==> src/rtl/ifft_bank_serializer.sv <==
// ifft_bank_serializer: accepts a full bank of Nfft complex samples in one
// cycle and streams it out as an indexed valid/ready burst (index 0..Nfft-1).
// A one-deep pending bank allows the next bank to be loaded while the
// current burst streams, so consecutive bursts run with no idle cycle.
module ifft_bank_serializer #(
  parameter int unsigned dwidth = 16,
  parameter int unsigned Nfft   = 32,
  parameter int unsigned iwidth = $clog2(Nfft)
) (
  input  logic                           clk,
  input  logic                           resetn,
  input  logic                           load,
  input  logic [Nfft-1:0][dwidth-1:0]    din_real,
  input  logic [Nfft-1:0][dwidth-1:0]    din_imag,
  output logic                           load_ready,
  output logic                           overrun,
  output logic                           dv_out,
  input  logic                           dout_ready,
  output logic [dwidth-1:0]              dout_real,
  output logic [dwidth-1:0]              dout_imag,
  output logic [iwidth-1:0]              index_out,
  output logic                           last_out
);

  localparam logic [iwidth-1:0] LAST_IDX = iwidth'(Nfft - 1);

  typedef enum logic {
    IDLE  = 1'b0,
    BURST = 1'b1
  } state_t;

  state_t                      state_q, state_d;
  logic [iwidth-1:0]           index_q, index_d;
  logic [Nfft-1:0][dwidth-1:0] active_real_q, active_real_d;
  logic [Nfft-1:0][dwidth-1:0] active_imag_q, active_imag_d;
  logic [Nfft-1:0][dwidth-1:0] pend_real_q, pend_real_d;
  logic [Nfft-1:0][dwidth-1:0] pend_imag_q, pend_imag_d;
  logic                        pend_valid_q, pend_valid_d;
  logic                        overrun_q, overrun_d;
  logic                        dv_q, dv_d;
  logic                        last_q, last_d;
  logic                        load_ready_q, load_ready_d;
  logic [dwidth-1:0]           dout_real_q, dout_real_d;
  logic [dwidth-1:0]           dout_imag_q, dout_imag_d;

  logic xfer;
  logic final_xfer;
  logic accept;

  // Handshake qualifiers; load acceptance depends only on registered state.
  always_comb begin
    xfer       = (state_q == BURST) & dout_ready;
    final_xfer = xfer & (index_q == LAST_IDX);
    accept     = load & ~pend_valid_q;
  end

  // Next-state, bank movement and registered-output computation.
  always_comb begin
    state_d       = state_q;
    index_d       = index_q;
    active_real_d = active_real_q;
    active_imag_d = active_imag_q;
    pend_real_d   = pend_real_q;
    pend_imag_d   = pend_imag_q;
    pend_valid_d  = pend_valid_q;
    overrun_d     = overrun_q;

    // A load arriving while the pending slot is occupied is lost for good.
    if (load && pend_valid_q) begin
      overrun_d = 1'b1;
    end

    case (state_q)
      IDLE: begin
        if (accept) begin
          active_real_d = din_real;
          active_imag_d = din_imag;
          index_d       = '0;
          state_d       = BURST;
        end
      end

      BURST: begin
        if (final_xfer) begin
          // End of burst: chain the pending bank, else a same-cycle load,
          // else fall back to idle.
          index_d = '0;
          if (pend_valid_q) begin
            active_real_d = pend_real_q;
            active_imag_d = pend_imag_q;
            pend_valid_d  = 1'b0;
          end else if (accept) begin
            active_real_d = din_real;
            active_imag_d = din_imag;
          end else begin
            state_d = IDLE;
          end
        end else begin
          if (xfer) begin
            index_d = index_q + iwidth'(1);
          end
          if (accept) begin
            pend_real_d  = din_real;
            pend_imag_d  = din_imag;
            pend_valid_d = 1'b1;
          end
        end
      end

      default: begin
        state_d = IDLE;
        index_d = '0;
      end
    endcase

    // Outputs are precomputed from next state so they come straight off flops.
    dv_d         = (state_d == BURST);
    last_d       = (state_d == BURST) && (index_d == LAST_IDX);
    load_ready_d = ~pend_valid_d;
    dout_real_d  = active_real_d[index_d];
    dout_imag_d  = active_imag_d[index_d];
  end

  // State and datapath registers with asynchronous active-low reset.
  always_ff @(posedge clk or negedge resetn) begin
    if (!resetn) begin
      state_q       <= IDLE;
      index_q       <= '0;
      active_real_q <= '0;
      active_imag_q <= '0;
      pend_real_q   <= '0;
      pend_imag_q   <= '0;
      pend_valid_q  <= 1'b0;
      overrun_q     <= 1'b0;
      dv_q          <= 1'b0;
      last_q        <= 1'b0;
      load_ready_q  <= 1'b1;
      dout_real_q   <= '0;
      dout_imag_q   <= '0;
    end else begin
      state_q       <= state_d;
      index_q       <= index_d;
      active_real_q <= active_real_d;
      active_imag_q <= active_imag_d;
      pend_real_q   <= pend_real_d;
      pend_imag_q   <= pend_imag_d;
      pend_valid_q  <= pend_valid_d;
      overrun_q     <= overrun_d;
      dv_q          <= dv_d;
      last_q        <= last_d;
      load_ready_q  <= load_ready_d;
      dout_real_q   <= dout_real_d;
      dout_imag_q   <= dout_imag_d;
    end
  end

  assign load_ready = load_ready_q;
  assign overrun    = overrun_q;
  assign dv_out     = dv_q;
  assign last_out   = last_q;
  assign index_out  = index_q;
  assign dout_real  = dout_real_q;
  assign dout_imag  = dout_imag_q;

endmodule

==> config.mk <==
export PLATFORM = sky130hd
export DESIGN_NAME = ifft_bank_serializer
export DESIGN_NICKNAME = d
export VERILOG_FILES = /design/src/rtl/ifft_bank_serializer.sv
export SDC_FILE = /design/constraint.sdc
export NUM_CORES = 2
export LEC_CHECK = 0
export BUFFER_PORTS_ARGS = -buffer_cell sky130_fd_sc_hd__buf_2
export CAP_MARGIN = 20
export CORE_MARGIN = 2
export CORE_UTILIZATION = 48
export CTS_CLUSTER_SIZE = 28
export DETAILED_ROUTE_END_ITERATION = 7
export PLACE_DENSITY_LB_ADDON = 0.08
export SLEW_MARGIN = 40
export SYNTH_ARGS = -nofsm -noshare
export SYNTH_HDL_FRONTEND = slang
export SYNTH_SLANG_ARGS = --single-unit
export TNS_END_PERCENT = 5
==> constraint.sdc <==
create_clock -name clk -period 3.3 [get_ports clk]
set_input_delay 0.495 -clock clk [delete_from_list [all_inputs] [get_ports clk]]
set_output_delay 0.495 -clock clk [all_outputs]
set_load 0.005 [all_outputs]
==> results list <==
* TritonCTS buffer count: 220
* Fmax achieved: around 270 MHz
* Tightest hold margin: approximately 0.11 ns
- The clock passes through at most 3 buffers.
- Syn Inst Count: 10.21k
- Final routed wire length divided by cell count: ~27 um
- TritonCTS built the clock tree.
- The largest single stage delay on the critical path is a little under 0.6 ns.
* Fraction of registers with async set/reset: 100.0%
* Chip width: 440.9 um
* Setup repair after global routing missed its margin: true
* DP HPWL: ~280000 um
- Final worst clock skew: 0.02841 ns
* Die Span Y: approximately 440 um
- 1st-iter DRT viols: 11.98k
- Placed Area: between 0.1 and 0.15 sq mm
* Clock Sinks: ~2.1k
- Cell types with the largest area share after synthesis: sky130_fd_sc_hd__dfrtp_1, sky130_fd_sc_hd__nand2_1, sky130_fd_sc_hd__a222oi_1
- Number of I/O port buffers: 1068
- Routed via count divided by cell count: 5.934
- In the final design database the tool counted roughly 14k nets.
- In this run, synthesis inferred 0 flip-flops with an integrated enable.
- Number of core rows: 160
* Part of the cycle the worst path needs: 112.2%
- Run status: complete, but fails checks
* Area share of the largest cell type after synthesis: a little under three fifths
- Proportion of synthesized chip area in sequential cells: 57.07%
- Entering global routing, the biggest net connects roughly 150 pins.
- In this run the power density over the cells is between 700 and 800 mW/mm^2.
* Maximum fanout count along the critical path: 17
* Final number of setup-violating endpoints: 32
- Vias in the first global route: about 89k
- Clock tree synthesis selected as its root buffer the cell sky130_fd_sc_hd__clkbuf_16.
- Global routing used 41.75% of the available tracks across all layers.
* Series of cell instances along the critical path: ha_2 -> and3_4 -> ha_4 -> buf_8 -> a21boi_4 -> nor2_4 -> buf_12 -> buf_16 -> buf_16 -> a222oi_1 -> inv_1 -> o211ai_1 -> nand4_1 -> a22o_1
- Kind of capture point of the worst setup path: flop
* Total via count after detailed routing: 91.77k
- Hold violation count in the final report: 0
- The worst setup path is launched from a flop.
* Category of the most critical setup path: flop to flop
- Worst-Margin Slew: 0.9215 ns
- Insertion delay to the later sink of the worst-skew pair: roughly 0.90 ns
- By instance count, the cell type seen most on the critical path is sky130_fd_sc_hd__buf_16.
* Final critical-path setup slack: -0.4014 ns
- CP Data Required Time: ~4 ns
- Starting density of the core: around 48%
- Summing all non-filler instances in the final layout gives an area of 0.1250 sq mm.
- Library cells used by synthesis: just over 60
* Most used DFF post-synth: sky130_fd_sc_hd__dfrtp_1
- Slowest CP cell: sky130_fd_sc_hd__nand4_1
- Reg clk slew, reported paths: 0.06 ns
* Layout overhead on the synthesized area: 36.42%
* Io pins: between 1k and 1.5k
* Syn Area/Cell: between 8 and 9 sq um
- GRT Residual Overflow: 0
- After synthesis the netlist holds a flip-flop and latch count of roughly 2.1k.
* Last weighted congestion value of the routability-driven placer: around 0.95
* Violated checks: design-rule violations, negative setup slack
- Count of unresolved DRC violations after routing: 40
- Count of maximum capacitance violations: 0
* Area enclosed by the die boundary: roughly 0.2 sq mm
- In this run the remaining antenna-violating nets after routing total 0.
* Minimum clock period: 3.701 ns
* Number of antenna violations at the first check in global routing: 129
- The post-route netlist has 18.92% of its cells at a drive strength greater than 1.
- After floorplanning, the core was sized to cover 0.1900 sq mm.
* Number of H-tree branching levels: 4
- Synthesized net count: approximately 11k
- Total instance count after detailed placement: 13.83k
* Lkg Pwr: between 60 and 70 nW
- The number of max-slew violations in the final report is 0.
* Aggregate routed wire length: 414000 um
* Number of cells in the finished layout apart from fillers: roughly 15k
- Area of the mapped netlist: about 0.092 sq mm
- Arrival @ worst endpoint: about 4.5 ns
* Worst slew slack as a fraction of its limit: slightly below 40%
* Yosys top cell by area: sky130_fd_sc_hd__dfrtp_1
- The first global-routing pass estimated roughly 600000 um of wire.
* Pre-antenna DRT Iters: 8
- Classification of the worst-slack hold path: input pin to flop
- IR analysis of the VDD net gives a maximum drop of between 0.0004 and 0.0005 V.
- The Yosys step of the flow raised 0 warnings.
## per-stage QoR
step	TNS, ns	power (W)	utilization, %	setup slack [ns]
after floorplan	0	0.04868	-	0.3660
after global placement	-15.16	0.06229	55.11	-0.8377
after detailed placement	-15.48	0.06307	55.11	-0.8243
after CTS	-5.306	0.09131	65.45	-0.2528
after global routing	-9.197	0.09596	65.78	-0.3820
final	-7.641	0.09228	65.80	-0.4014
## path summary, 6_finish.rpt
| path | startpoint | end | slack, ns | cells past startpoint |
|---|---|---|---|---|
| max | index_out[0]$_DFF_PN0_ | dout_imag[8]$_DFF_PN0_ | -0.40 | 14 |
| min | dout_ready | load_ready$_DFF_PN1_ | 0.11 | 3 |
| max reg2reg | index_out[0]$_DFF_PN0_ | dout_imag[8]$_DFF_PN0_ | -0.40 | 14 |
| min reg2reg | overrun$_DFFE_PN0P_ | overrun$_DFFE_PN0P_ | 0.46 | 1 |
| max in group asynchronous | resetn | active_real_q[76]$_DFF_PN0_ | 1.67 | 4 |
| min in group asynchronous | resetn | active_real_q[480]$_DFF_PN0_ | 0.13 | 2 |
## critical path, delay by kind of cell, from the launching register on
kind | cells | cell delay [ns]
AO/OA/AOI/OAI | 4 | 1.27
adder cells (fa/ha/maj) | 2 | 0.36
buffers and inverters | 5 | 0.73
flip-flops | 1 | 0.39
AND/OR/NAND/NOR | 3 | 0.81
## state kept, by name, indices dropped and copies added, names as in the netlist
| name | cells |
|---|---|
| overrun | 1 |
| dout_imag | 16 |
| index_out | 5 |
| dout_real | 16 |
| dv_out | 1 |
| pend_imag_q | 512 |
| pend_valid_q | 1 |
| last_out | 1 |
| active_imag_q | 512 |
| load_ready | 1 |
| active_real_q | 512 |
| pend_real_q | 512 |
## repair_timing
action	4_1_cts	5_1_grt
endpoints found under the hold margin	2081	0
pin swaps	94	31
setup endpoints to repair	32	32
gates resized for setup	128	29
cloned	22	3
hold buffers	1026	0
setup buffers	51	17
## layer usage
layer | global-route usage [%] | routed length [um] | up-vias
met2 | 62.91 | 185100 | 5458
met4 | 33.40 | 39280 | 54
li1 | - | - | 39760
met1 | 52.23 | 151900 | 45070
met3 | 8.778 | 37330 | 1434
met5 | 0 | 345 | -
## power by group
| part | switching [W] | total [W] | internal, W | leakage [nW] |
|---|---|---|---|---|
| combinational | 0.0178 | 0.0291 | 0.0113 | 34.5 |
| sequential | 0.00386 | 0.0371 | 0.0333 | 27.5 |
| clock | 0.0110 | 0.0261 | 0.0150 | 3.72 |
| total | 0.0326 | 0.0923 | 0.0596 | 65.7 |
## cell usage after synthesis, drive strengths merged, types with 2 or more instances
master       instances
a21o                 2
o22ai               64
a22o                32
buf                351
o2111ai             64
o211ai             288
dlygate4sd1          2
nand3              388
dfrtp             2089
ha                   2
nor2                 6
a21oi                3
nand2             4743
o21ai                8
clkbuf             397
nand2b               2
mux2i               32
a22oi              224
a32oi               32
a222oi             320
a221o              128
a31oi               96
inv                326
or3                 32
and2               133
and3b                2
nor3                 2
a21boi               2
nand4              417
nor2b                2
and3                 3
## cells by family (layout without fill, tap and decap cells)
group / Yosys count / in the layout / share of synthesized area (%)
AO/OA/AOI/OAI: 1268 / 1268 / 11.67
adder cells (fa/ha/maj): 2 / 2 / 0.02730
buffers and inverters: 1076 / 3723 / 5.154
flip-flops: 2090 / 2090 / 57.07
multiplexers: 32 / 32 / 0.3495
other: 0 / 101 / 0
AND/OR/NAND/NOR: 5737 / 5738 / 25.72
## area by class of cell
cell class,count,area (sq um)
flip-flops and latches,2090,52300
fillers,15060,64970
clock inverters,76,919.6
multi-input cells,7040,35290
repair buffers,2982,25240
clock buffers,339,6615
diodes,101,252.7
well taps,2511,3142
inverters,326,1252
## cell usage in the layout (no fill, tap or decap), drive strengths merged, types with 128 or more instances in the layout
master       instances
and2               133
buf               1938
nand3              388
o211ai             288
nand4              417
dfrtp             2089
a221o              128
dlygate4sd3       1026
nand2             4743
a222oi             320
inv                334
a22oi              224
clkbuf             342
No activity file was read; power rests on OpenSTA's default activity.
